[config.mk]
export PLATFORM = sky130hd
export DESIGN_NAME = epi_tracer_lci_queue
export DESIGN_NICKNAME = d
export VERILOG_FILES = /design/src/rtl/epi_tracer_pkg.sv /design/src/rtl/epi_tracer_lci_head_enc.sv /design/src/rtl/epi_tracer_lci_queue.sv
export SDC_FILE = /design/constraint.sdc
export NUM_CORES = 1
export LEC_CHECK = 0
export ABC_AREA = 1
export CORE_ASPECT_RATIO = 1.5
export CORE_UTILIZATION = 50
export CTS_BUF_LIST = sky130_fd_sc_hd__clkbuf_4 sky130_fd_sc_hd__clkbuf_8
export DETAILED_ROUTE_END_ITERATION = 6
export PLACE_DENSITY = 0.83
export SYNTH_ARGS = -nofsm -noshare
export SYNTH_HDL_FRONTEND = slang
export SYNTH_HIERARCHICAL = 1
export SYNTH_SLANG_ARGS = --single-unit
[constraint.sdc]
create_clock -name clk_i -period 8.56 [get_ports clk_i]
set_input_delay 1.712 -clock clk_i [delete_from_list [all_inputs] [get_ports clk_i]]
set_output_delay 1.712 -clock clk_i [all_outputs]
set_load 0.01 [all_outputs]
[src/rtl/epi_tracer_pkg.sv]
// Shared constants and push/pull case codes for the LCI tracer queue.
package epi_tracer_pkg;

   localparam int DEPTH_DEFAULT  = 16;
   localparam int PULL_W_DEFAULT = 2;

   // {pull active, push accepted}
   typedef enum logic [1:0] {
      CASE_NN = 2'b00,
      CASE_NP = 2'b01,
      CASE_PN = 2'b10,
      CASE_PP = 2'b11
   } pp_case_e;

endpackage

[src/rtl/epi_tracer_lci_head_enc.sv]
// Priority encoder: position (plus one) of the lowest set bit, 0 when none set.
module epi_tracer_lci_head_enc
   import epi_tracer_pkg::*;
#(
   parameter int DEPTH = DEPTH_DEFAULT,
   localparam int CNT_W = $clog2(DEPTH + 1)
) (
   input  logic [DEPTH-1:0] vec_i,
   output logic [CNT_W-1:0] len_o
);

   // Scan from the tail down so the lowest set index wins.
   always_comb begin
      len_o = '0;
      for (int i = DEPTH - 1; i >= 0; i--) begin
         if (vec_i[i]) len_o = CNT_W'(i + 1);
      end
   end

endmodule

[src/rtl/epi_tracer_lci_queue.sv]
// Shift-register queue of last-child-instruction flags with multi-entry commit.
module epi_tracer_lci_queue
   import epi_tracer_pkg::*;
#(
   parameter int DEPTH  = DEPTH_DEFAULT,
   parameter int PULL_W = PULL_W_DEFAULT,
   localparam int CNT_W = $clog2(DEPTH + 1),
   localparam int PN_W  = $clog2(PULL_W + 1)
) (
   input  logic             clk_i,
   input  logic             rst_i,
   input  logic             flush_i,
   input  logic             push_i,
   input  logic             last_i,
   input  logic [PN_W-1:0]  pull_n_i,
   output logic [DEPTH-1:0] lci_vec_o,
   output logic [DEPTH-1:0] valid_vec_o,
   output logic [CNT_W-1:0] count_o,
   output logic             full_o,
   output logic             empty_o,
   output logic [CNT_W-1:0] head_grp_len_o,
   output logic [CNT_W-1:0] grp_cnt_o,
   output logic             overflow_o,
   output logic             underflow_o
);

   localparam logic [CNT_W-1:0] ONE     = CNT_W'(1);
   localparam logic [CNT_W-1:0] DEPTH_C = CNT_W'(DEPTH);

   logic [DEPTH-1:0] lci_q, lci_d;
   logic [DEPTH-1:0] valid_q, valid_d;
   logic [CNT_W-1:0] count_q, count_d;
   logic             ovf_q, ovf_d;
   logic             unf_q, unf_d;

   logic [CNT_W-1:0] pull_req;
   logic [CNT_W-1:0] pe;
   logic [CNT_W-1:0] remain;
   logic             accept;
   pp_case_e         pp_case;

   // Place a new flag at the given slot; the slot is always below DEPTH when used.
   function automatic logic [DEPTH-1:0] write_tail(input logic [DEPTH-1:0] v,
                                                   input logic [CNT_W-1:0] idx,
                                                   input logic             bit_in);
      logic [DEPTH-1:0] r;
      r = v;
      for (int i = 0; i < DEPTH; i++) begin
         if (CNT_W'(i) == idx) r[i] = bit_in;
      end
      return r;
   endfunction

   // Decode push/pull into one of four cases and compute the next queue image.
   always_comb begin
      pull_req = CNT_W'(pull_n_i);
      pe       = (pull_req > count_q) ? count_q : pull_req;
      remain   = count_q - pe;
      accept   = push_i && (remain < DEPTH_C);
      pp_case  = pp_case_e'({pe != '0, accept});

      lci_d   = lci_q;
      count_d = count_q;
      ovf_d   = ovf_q;
      unf_d   = unf_q;

      if (flush_i) begin
         lci_d   = '0;
         count_d = '0;
      end else begin
         ovf_d = ovf_q | (push_i & ~accept);
         unf_d = unf_q | (pull_req > count_q);
         // Invalid slots already hold 0, so a plain right shift drops the
         // committed head entries and back-fills with invalid zeros.
         unique case (pp_case)
            CASE_NN: ;
            CASE_NP: begin
               lci_d   = write_tail(lci_q, remain, last_i);
               count_d = count_q + ONE;
            end
            CASE_PN: begin
               lci_d   = lci_q >> pe;
               count_d = remain;
            end
            CASE_PP: begin
               lci_d   = write_tail(lci_q >> pe, remain, last_i);
               count_d = remain + ONE;
            end
            default: ;
         endcase
      end

      for (int i = 0; i < DEPTH; i++) begin
         valid_d[i] = CNT_W'(i) < count_d;
      end
   end

   // State registers; reset discards every entry and clears the sticky flags.
   always_ff @(posedge clk_i) begin
      if (rst_i) begin
         lci_q   <= '0;
         valid_q <= '0;
         count_q <= '0;
         ovf_q   <= 1'b0;
         unf_q   <= 1'b0;
      end else begin
         lci_q   <= lci_d;
         valid_q <= valid_d;
         count_q <= count_d;
         ovf_q   <= ovf_d;
         unf_q   <= unf_d;
      end
   end

   epi_tracer_lci_head_enc #(
      .DEPTH (DEPTH)
   ) u_head_enc (
      .vec_i (lci_q & valid_q),
      .len_o (head_grp_len_o)
   );

   assign lci_vec_o   = lci_q;
   assign valid_vec_o = valid_q;
   assign count_o     = count_q;
   assign full_o      = (count_q == DEPTH_C);
   assign empty_o     = (count_q == '0);
   assign grp_cnt_o   = CNT_W'($countones(lci_q & valid_q));
   assign overflow_o  = ovf_q;
   assign underflow_o = unf_q;

endmodule

==> impl_metrics.yaml <==
worst_setup_path:
  endpoint_kind: "output port"
  cp_max_fo: 7
  arrival_ns: 4.50
  reg2reg_slack_ns: 4.01
  critPathKind: "register to output port"
  required_ns: 6.85
  critPathLaunchType: "register"
  r2r_start: "count_o[1]"
  rr_endpoint: "valid_vec_o[10]"
  ff2ff_path_depth: 27
min_path:
  hold_end: "overflow_o"
  worstHoldStart: "overflow_o"
  hold_path.class: "register to register"
  whs_path_depth: 2
clocking:
  clk_pin_slew_ns: 0.08
  postCtsHoldBufs: 0
  cts_resized: 0
  post_cts_buffers: 0
  clockBufferDepth: 2
  htree_levels: 2
  clk_latency_ns: 0.30
  cts_buffers: 5
  root_buffer: "clkbuf_8"
  cts_tree: "yes"
  cts_sinks: 38
logic_synthesis:
  avgSynthCellArea_um2: 6.65
  synth-compound-area-share: 0.130
  synth_top_family_by_area: "simple AND/OR/NAND/NOR gates"
  synth.distinct_cells: 40
  synth_mux_area_frac: 0.0100
  synth_fa_ha_area_frac: 0.115
  synth_edf_count: 0
  synth_xor_area_frac: 0.0171
  synth-seq-cells: 38
  yosys.area_share.simple: 0.329
  synth.top_cell.area_share: 0.254
  netlist_area_um2: 2990
  synthArstFlopShare: 0
  synth_warnings: 6
  synthesis.nets: 478
  seq_area_frac_synth: 0.254
  synth-main-ff-cell: "dfxtp_1"
  synth_cells: 450
  ys_top_cells_by_area: "dfxtp_1, nand2_1, inv_1, fa_1, nand3_1"
  yosysTopAreaCell: "dfxtp_1"
floorplan:
  dieWidth_um: 65.2
  die_h_um: 96.8
  std_cell_rows: 34
  design.die.area_um2: 6310
  core_um2: 5790
  ios: 58
  initial_core_util: 0.518
global_routing:
  grt_pass1_vias: 2942
  grt_use_total: 0.279
  grt_pass1_wl_mm: 13.5
  antenna_found_initial: 0
  grt_max_degree: 19
  overflow: 0
timing:
  period_share: 0.726
  fin_setup_tns_ns: 0
  hold_viol: 0
  timing.fmax_mhz: 161
  drv_slew: 0
  clock_skew_ns: 0.0134
  slew_headroom: 0.472
  finalSetupViolCount: 0
  finalCriticalPeriod_ns: 6.21
  worst_pin_slew_ns: 0.789
  rsz0062_at_grt: "no"
cells_and_area:
  layout_commonest_cell: "nand2_1"
  nets: 535
  syn2layout_area_growth_pct: 25.7
  final_cell_mix: "nand2_1, inv_1, clkdlybuf4s50_1"
  fillers: 556
  layout-drive-gt1-share: 0.110
  diodes: 0
route:
  drc: 0
  vias: 3095
  routed_wirelength_mm: 8.29
  drt_iter0_drc: 235
  dr.pass1.iters: 7
  routedWlPerCell_um: 14.3
  via_per_inst: 5.34
  postRouteAntennaNets: 0
status:
  status: "finished clean"
placement:
  io_buffers: 57
  gp_congestion: 0.938
  hpwlAfterDp_mm: 6.52
run:
  drv_cap: 0
==> stage by stage <==
stage | util | worst slack, ns | instances | cell area (um2) | hold WS [ns]
2_1_floorplan | - | 3.24 | 450 | 2990 | 0.468
3_3_place_gp | 0.627 | 2.66 | 572 | 3620 | 0.446
3_5_place_dp | 0.627 | 2.60 | 572 | 3620 | 0.446
4_1_cts | 0.650 | 2.31 | 580 | 3760 | 0.458
5_1_grt | 0.650 | 2.08 | 580 | 3760 | 0.477
6_report | 0.650 | 2.35 | 580 | 3760 | 0.456
==> area by class of cell <==
cell class | instances | area [um2] | area share
multi-input combinational | 300 | 1800 | 0.479
timing repair buffer | 57 | 571 | 0.152
clock buffer | 5 | 68.8 | 0.0183
inverter | 105 | 402 | 0.107
sequential | 38 | 761 | 0.202
tap | 72 | 90.1 | 0.0239
clock inverter | 3 | 68.8 | 0.0183
==> worst max-delay path by stage <==
stage	endpoint	startpoint	depth (start not counted)	slack, ns
floorplan	grp_cnt_o[4]	valid_vec_o[15]	14	3.24
global placement	grp_cnt_o[4]	valid_vec_o[15]	15	2.66
detailed placement	valid_vec_o[10]	pull_n_i[1]	27	2.60
CTS	grp_cnt_o[4]	valid_vec_o[15]	15	2.31
global route	grp_cnt_o[2]	valid_vec_o[15]	15	2.08
finish	grp_cnt_o[4]	valid_vec_o[15]	15	2.35
==> cell families (layout without fill, tap and decap cells) <==
group,count (synthesis),count (layout)
buffers and inverters,112,170
flip-flops,38,38
adder cells (fa/ha/maj),21,21
XOR/XNOR,5,5
multiplexers,3,3
AND/OR/NAND/NOR,208,208
AO/OA/AOI/OAI,63,63
==> synth_stat cells (2+ instances only) <==
| cell | n |
|---|---|
| nand3_2 | 4 |
| buf_1 | 2 |
| a31oi_1 | 2 |
| inv_1 | 99 |
| dfxtp_1 | 38 |
| xor2_1 | 2 |
| nand2_4 | 6 |
| nor2_2 | 7 |
| mux2i_1 | 3 |
| nor2_1 | 34 |
| o21ai_0 | 25 |
| nand2_2 | 16 |
| inv_2 | 4 |
| nand3_1 | 27 |
| fa_1 | 11 |
| xnor2_1 | 2 |
| nor3_1 | 3 |
| nand2_1 | 105 |
| clkbuf_1 | 4 |
| nand4_1 | 2 |
| a21oi_1 | 14 |
| ha_1 | 10 |
| a221oi_1 | 2 |
| o21ai_2 | 6 |
| o211ai_1 | 7 |
==> routing by layer <==
metal	global-route usage	wire length [um]
met4	0.147	358
met1	0.308	3110
met3	0.0295	459
met5	0	0
met2	0.503	4360
==> worst max-delay path, stage by stage (launching register included) <==
cell and delay, ns:
dfxtp_1 0.42, nand2_1 0.11, inv_1 0.07, fa_1 0.53, inv_1 0.06, fa_1 0.54, inv_1 0.06, fa_1 0.51
inv_1 0.06, fa_1 0.46, inv_1 0.07, ha_1 0.16, inv_1 0.05, fa_1 0.40, o21ai_0 0.17, clkdlybuf4s50_1 0.55
==> registers in the layout, indices dropped and copies added, names as in the netlist <==
| register | flops |
|---|---|
| underflow_o | 1 |
| overflow_o | 1 |
| valid_vec_o | 16 |
| lci_vec_o | 16 |
| count_o | 4 |
Power is not shown: default switching activity piles up to over one toggle a cycle in this logic, so the estimate is an artifact.
==> patch 1, RTL diff (same settings) <==
Make the reset (`rst_i`) asynchronous in one clocked block.
--- a/src/rtl/epi_tracer_lci_queue.sv
+++ b/src/rtl/epi_tracer_lci_queue.sv
@@ -97,5 +97,5 @@
 
    // State registers; reset discards every entry and clears the sticky flags.
-   always_ff @(posedge clk_i) begin
+   always_ff @(posedge clk_i or posedge rst_i) begin
       if (rst_i) begin
          lci_q   <= '0;
Behaviour: differs if rst_i is asserted again (counterexample within 4 cycles, from zero or initial values and one cycle with rst_i high); with rst_i held inactive, the same outputs for 4 cycles.
==> patch 1 against the original RTL <==
- final area rose by 6.8%
- highest routed layer unchanged
- critical path type is now input pin to flip-flop
- area after synthesis increased by 9.7%
- clock skew shrank 0.0046 ns
- non-clock buffer count up 1
- wire length rose by 17%
- sequential cell count unchanged
- register-to-register slack worse by 0.78 ns
- setup slack lost 0.34 ns
==> patch 1: results (changes against the original RTL) <==
.. list-table::
   :header-rows: 1

   * - Metric
     - Value
   * - Overall Power
     - 1.98 mW
   * - Number of filler cells placed in the layout
     - 611 (+9.9%)
   * - Fraction of the yosys area taken by sequential cells
     - 28.9% (+3.5 points)
   * - Share of the synthesized area in compound gates (AO/OA/AOI/OAI)
     - 12.6% (-0.39 points)
   * - Cell types with the highest counts after synthesis
     - 138 x nand2_1, 88 x inv_1, 38 x dfrtp_1
   * - Share of async-settable or async-resettable flops after synthesis
     - 100% (+100 points)
   * - Via count of the first global-routing pass
     - 3261 (+11%)
   * - Detailed-route wire length
     - 9660 um (+17%)
   * - Routed length on met2
     - 5000 um (+15%)
   * - Share of the synthesized netlist area taken by xor and xnor gates
     - 1.60% (-0.11 points)
   * - Leading post-synthesis cells by cell area
     - dfrtp_1 29%, nand2_1 16%, inv_1 10%, fa_1 6.7%, nand3_1 5.2%
   * - Met3 WL post-DR
     - 376 um (-18%)
   * - Number of cells in the design after placement
     - 603 (+5.4%)
   * - Run status
     - completed
   * - Dpl cell area
     - 3880 um2 (+7.0%)
   * - R2r setup slk
     - 3.23 ns (-0.78 ns)
   * - Multiplexer area fraction after synthesis
     - 0.305% (-0.70 points)
   * - Post-detail-place hpwl
     - 7760 um (+19%)
   * - Worst hold endpoint
     - overflow_o
   * - Post-route clock period utilization
     - 76.5% (+3.9 points)
   * - Max-slew headroom
     - 65.6% (+18 points)
   * - Cell with the largest stage delay on the worst path
     - fa_1
   * - Last weighted congestion value of the routability-driven placer
     - 1.04 (+11%)
   * - Worst flop-to-flop path startpoint
     - count_o[1]
   * - Worst clock skew
     - 0.00882 ns (-0.00462 ns)
   * - Critical-path maximum fanout
     - 20 (+13)
   * - Number of instances on the worst hold path
     - 1 (-1)
   * - Number of violations reported at the end of detailed-routing iteration 0
     - 230 (-2.1%)
   * - Crit path DAT
     - 6.73 ns (+2.23 ns)
   * - Detailed-route wire length per cell
     - 15.8 um (+11%)
   * - GRT Util Overall
     - 30.1% (+2.3 points)
   * - Via count
     - 3393 (+9.6%)
   * - Number of cells on the worst reg-to-reg path
     - 24 (-11%)
   * - Minimum hold slack
     - 0.477 ns (+0.0206 ns)
   * - Met1 wire length
     - 3870 um (+24%)
   * - Slowest stage delay, CP
     - 0.57 ns (+0.02 ns)
   * - Pin count of the biggest net entering global routing
     - 39 (+20)
   * - Multi-input gate area
     - 1910 um2 (+5.8%)
   * - Hold Startpoint
     - overflow_o
   * - Post-synthesis adder-cell area fraction
     - 10.5% (-1.0 points)
   * - Worst setup slack before clock tree synthesis
     - 1.71 ns (-0.896 ns)
patch 1: cell types whose count changed after synthesis, moves of 10 or more:
cell,change
dfrtp_1,+38
dfxtp_1,-38
nand2_1,+33
inv_1,-11
nand2_2,-10
patch 1: area by class of cell:
cell class / count / area share (%)
well taps: 74 / 2.31
clock buffers: 5 / 1.71
inverters: 93 / 8.75
flip-flops and latches: 38 / 23.7
repair buffers: 58 / 14.4
multi-input cells: 340 / 47.4
clock inverters: 3 / 1.71
patch 1: how the worst max path moves through the flow:
stage	startpoint	to
3_5_place_dp	pull_n_i[0]	valid_vec_o[6]
4_1_cts	pull_n_i[0]	valid_vec_o[6]
6_report	pull_n_i[0]	valid_vec_o[6]
2_1_floorplan	count_o[4]	grp_cnt_o[4]
5_1_grt	pull_n_i[0]	valid_vec_o[6]
3_3_place_gp	pull_n_i[0]	valid_vec_o[6]
patch 1: per-layer routing:
layer  GRT usage, %  up-vias
li1               -     1639
met1           35.6     1588
met2           51.7      132
met3           4.28       34
met4           14.7        0
met5              0        -
==> patch 2, RTL diff (config.mk and constraints unchanged) <==
Without the edit above. Change the package constant `DEPTH_DEFAULT` from 16 to 32.
--- a/src/rtl/epi_tracer_pkg.sv
+++ b/src/rtl/epi_tracer_pkg.sv
@@ -2,5 +2,5 @@
 package epi_tracer_pkg;
 
-   localparam int DEPTH_DEFAULT  = 16;
+   localparam int DEPTH_DEFAULT  = 32;
    localparam int PULL_W_DEFAULT = 2;
 
Interface: changed (5 resized); port bits go from 58 to 93. No check against the original RTL was run, so the function may have changed too.
==> patch 2 against the original RTL <==
- final cell count is 110% higher
- sequential cell count up 33
- non-clock buffer count grew 41
- synthesized cell count increased by 130%
- wire length rose to 2.5 times the old value
- area after synthesis rose by 110%
- final area grew 98%
- setup slack got worse by 1.2 ns
- highest routed layer unchanged
Power is left out: the tool's default activity adds up to more than one toggle a clock period on the data nets, which glitch-free logic cannot reach.
==> patch 2: results (changes against the original RTL) <==
.. list-table::
   :header-rows: 1

   * - Metric
     - Value
   * - Wire length of the first global-routing pass
     - 33700 um (+150%)
   * - Last weighted congestion value of the routability-driven placer
     - 0.981 (+4.7%)
   * - Detailed-route DRC error count
     - 0 (unchanged)
   * - Worst setup slack before clock tree synthesis
     - 1.58 ns (-1.03 ns)
   * - Post-CTS Setup Inserts
     - 0 (unchanged)
   * - Post-detail-place hpwl
     - 15700 um (+140%)
   * - Number of buffer cells added on primary ports
     - 92 (+61%)
   * - TritonCTS buffer count
     - 9 (+4)
   * - Crit path DAT
     - 5.67 ns (+1.17 ns)
   * - Clock transition at the registers of the reported paths
     - 0.09 ns
   * - Max-slew headroom
     - 37.6% (-9.6 points)
   * - Initial DRT Pass Iterations
     - 5 (-2)
   * - Slowest stage delay, CP
     - 0.54 ns
   * - Dpl cell area
     - 7220 um2 (+99%)
   * - Netlist cell types
     - 46 (+15%)
   * - Number of antenna violations at the first check in global routing
     - 0 (unchanged)
   * - Fraction of the yosys area taken by sequential cells
     - 22.8% (-2.6 points)
   * - Top FF cell, synth
     - dfxtp_1
   * - Run status
     - completed
   * - Remaining Overflow, GRT
     - 0 (unchanged)
   * - Share of async-settable or async-resettable flops after synthesis
     - 0% (unchanged)
   * - Pin count of the biggest net entering global routing
     - 54 (+35)
   * - Hold crit path type
     - flip-flop to flip-flop
   * - Number of warning messages in the yosys log
     - 6 (unchanged)
   * - Share of final-layout standard cells stronger than drive strength 1
     - 6.24% (-4.8 points)
   * - Clock Tree Buf Depth
     - 2 (unchanged)
   * - Clock latency of the later-clocked register in the worst-skew pair
     - 0.38 ns (+0.08 ns)
   * - Post-cts resize count
     - 0 (unchanged)
   * - Number of violations reported at the end of detailed-routing iteration 0
     - 765 (+230%)
   * - H-Tree Depth
     - 3 (+1)
   * - Via count of the first global-routing pass
     - 6530 (+120%)
   * - Worst clock skew
     - 0.0153 ns (+0.00190 ns)
   * - Critical Path End Type
     - output pin
   * - Cell with the largest stage delay on the worst path
     - fa_1
   * - Cell types with the highest counts after synthesis
     - 253 x nand2_1, 169 x inv_1, 133 x o21ai_0
   * - Clock Root Buffer
     - clkbuf_8
   * - Inserted Diodes
     - 0 (unchanged)
   * - Detailed-route wire length per cell
     - 17.0 um (+19%)
   * - Avg Vias per Cell
     - 5.67 (+6.2%)
   * - Post-layout nets
     - 1129 (+110%)
   * - Leading post-synthesis cells by cell area
     - dfxtp_1 23%, nand2_1 15%, o21ai_0 11%, inv_1 10%, fa_1 7.7%
   * - Critical-path maximum fanout
     - 4 (-3)
   * - GRT Util Overall
     - 33.7% (+5.8 points)
-- patch 2: cell types whose count changed in the layout (fill, tap and decap cells not counted), sizes merged, moves of 33 or more --
| cell | delta |
|---|---|
| nand2 | +137 |
| clkdlybuf4s50 | +35 |
| nor2 | +63 |
| inv | +82 |
| o21ai | +113 |
| dfxtp | +33 |
-- patch 2: worst paths after layout --
| path | startpoint | to | slack (ns) | depth (start not counted) |
|---|---|---|---|---|
| worst max-delay path | lci_vec_o[27] | grp_cnt_o[4] | 1.17 | 16 |
| worst min-delay path | overflow_o | overflow_o | 0.49 | 2 |
| worst max register to register | count_o[1] | valid_vec_o[10] | 3.90 | 22 |
| worst min register to register | overflow_o | overflow_o | 0.49 | 2 |
-- patch 2: cells by family after synthesis --
group	after synthesis	share of synthesized area [%]
buf+inv	229	14.8
fa+ha+maj	37	10.3
flops	71	22.8
simple gates	429	28.8
mux	2	0.322
compound gates	244	22.3
xor+xnor	5	0.703
-- patch 2: critical path, delay by kind of cell, from the launching register on --
kind                     cells  cell delay (ns)
flip-flops                   1             0.42
XOR/XNOR                     1             0.12
buffers and inverters        5             0.78
adder cells (fa/ha/maj)      8             3.63
AND/OR/NAND/NOR              1             0.13
AO/OA/AOI/OAI                1             0.21
-- patch 2: routing by layer --
metal  routed length, um  track usage (%)  up-vias
met2               10200             56.5      361
met5                   0                0        -
li1                    -                -     3397
met1                8080             40.6     3199
met3                1440             4.99       86
met4                1350             18.8        0
-- patch 2: through the flow --
| stage | hold WS, ns | std cells |
|---|---|---|
| 2_1_floorplan | 0.493 | 1017 |
| 3_3_place_gp | 0.464 | 1227 |
| 3_5_place_dp | 0.459 | 1227 |
| 4_1_cts | 0.490 | 1243 |
| 5_1_grt | 0.513 | 1243 |
| 6_report | 0.493 | 1243 |
-- patch 2: area by class of cell --
cell class                 instances  area, um2
fill                            1147       4650
sequential                        71       1420
inverter                         188        747
timing repair buffer              98        966
clock buffer                       9        124
clock inverter                     7       86.3
multi-input combinational        717       3900
tap                              153        191
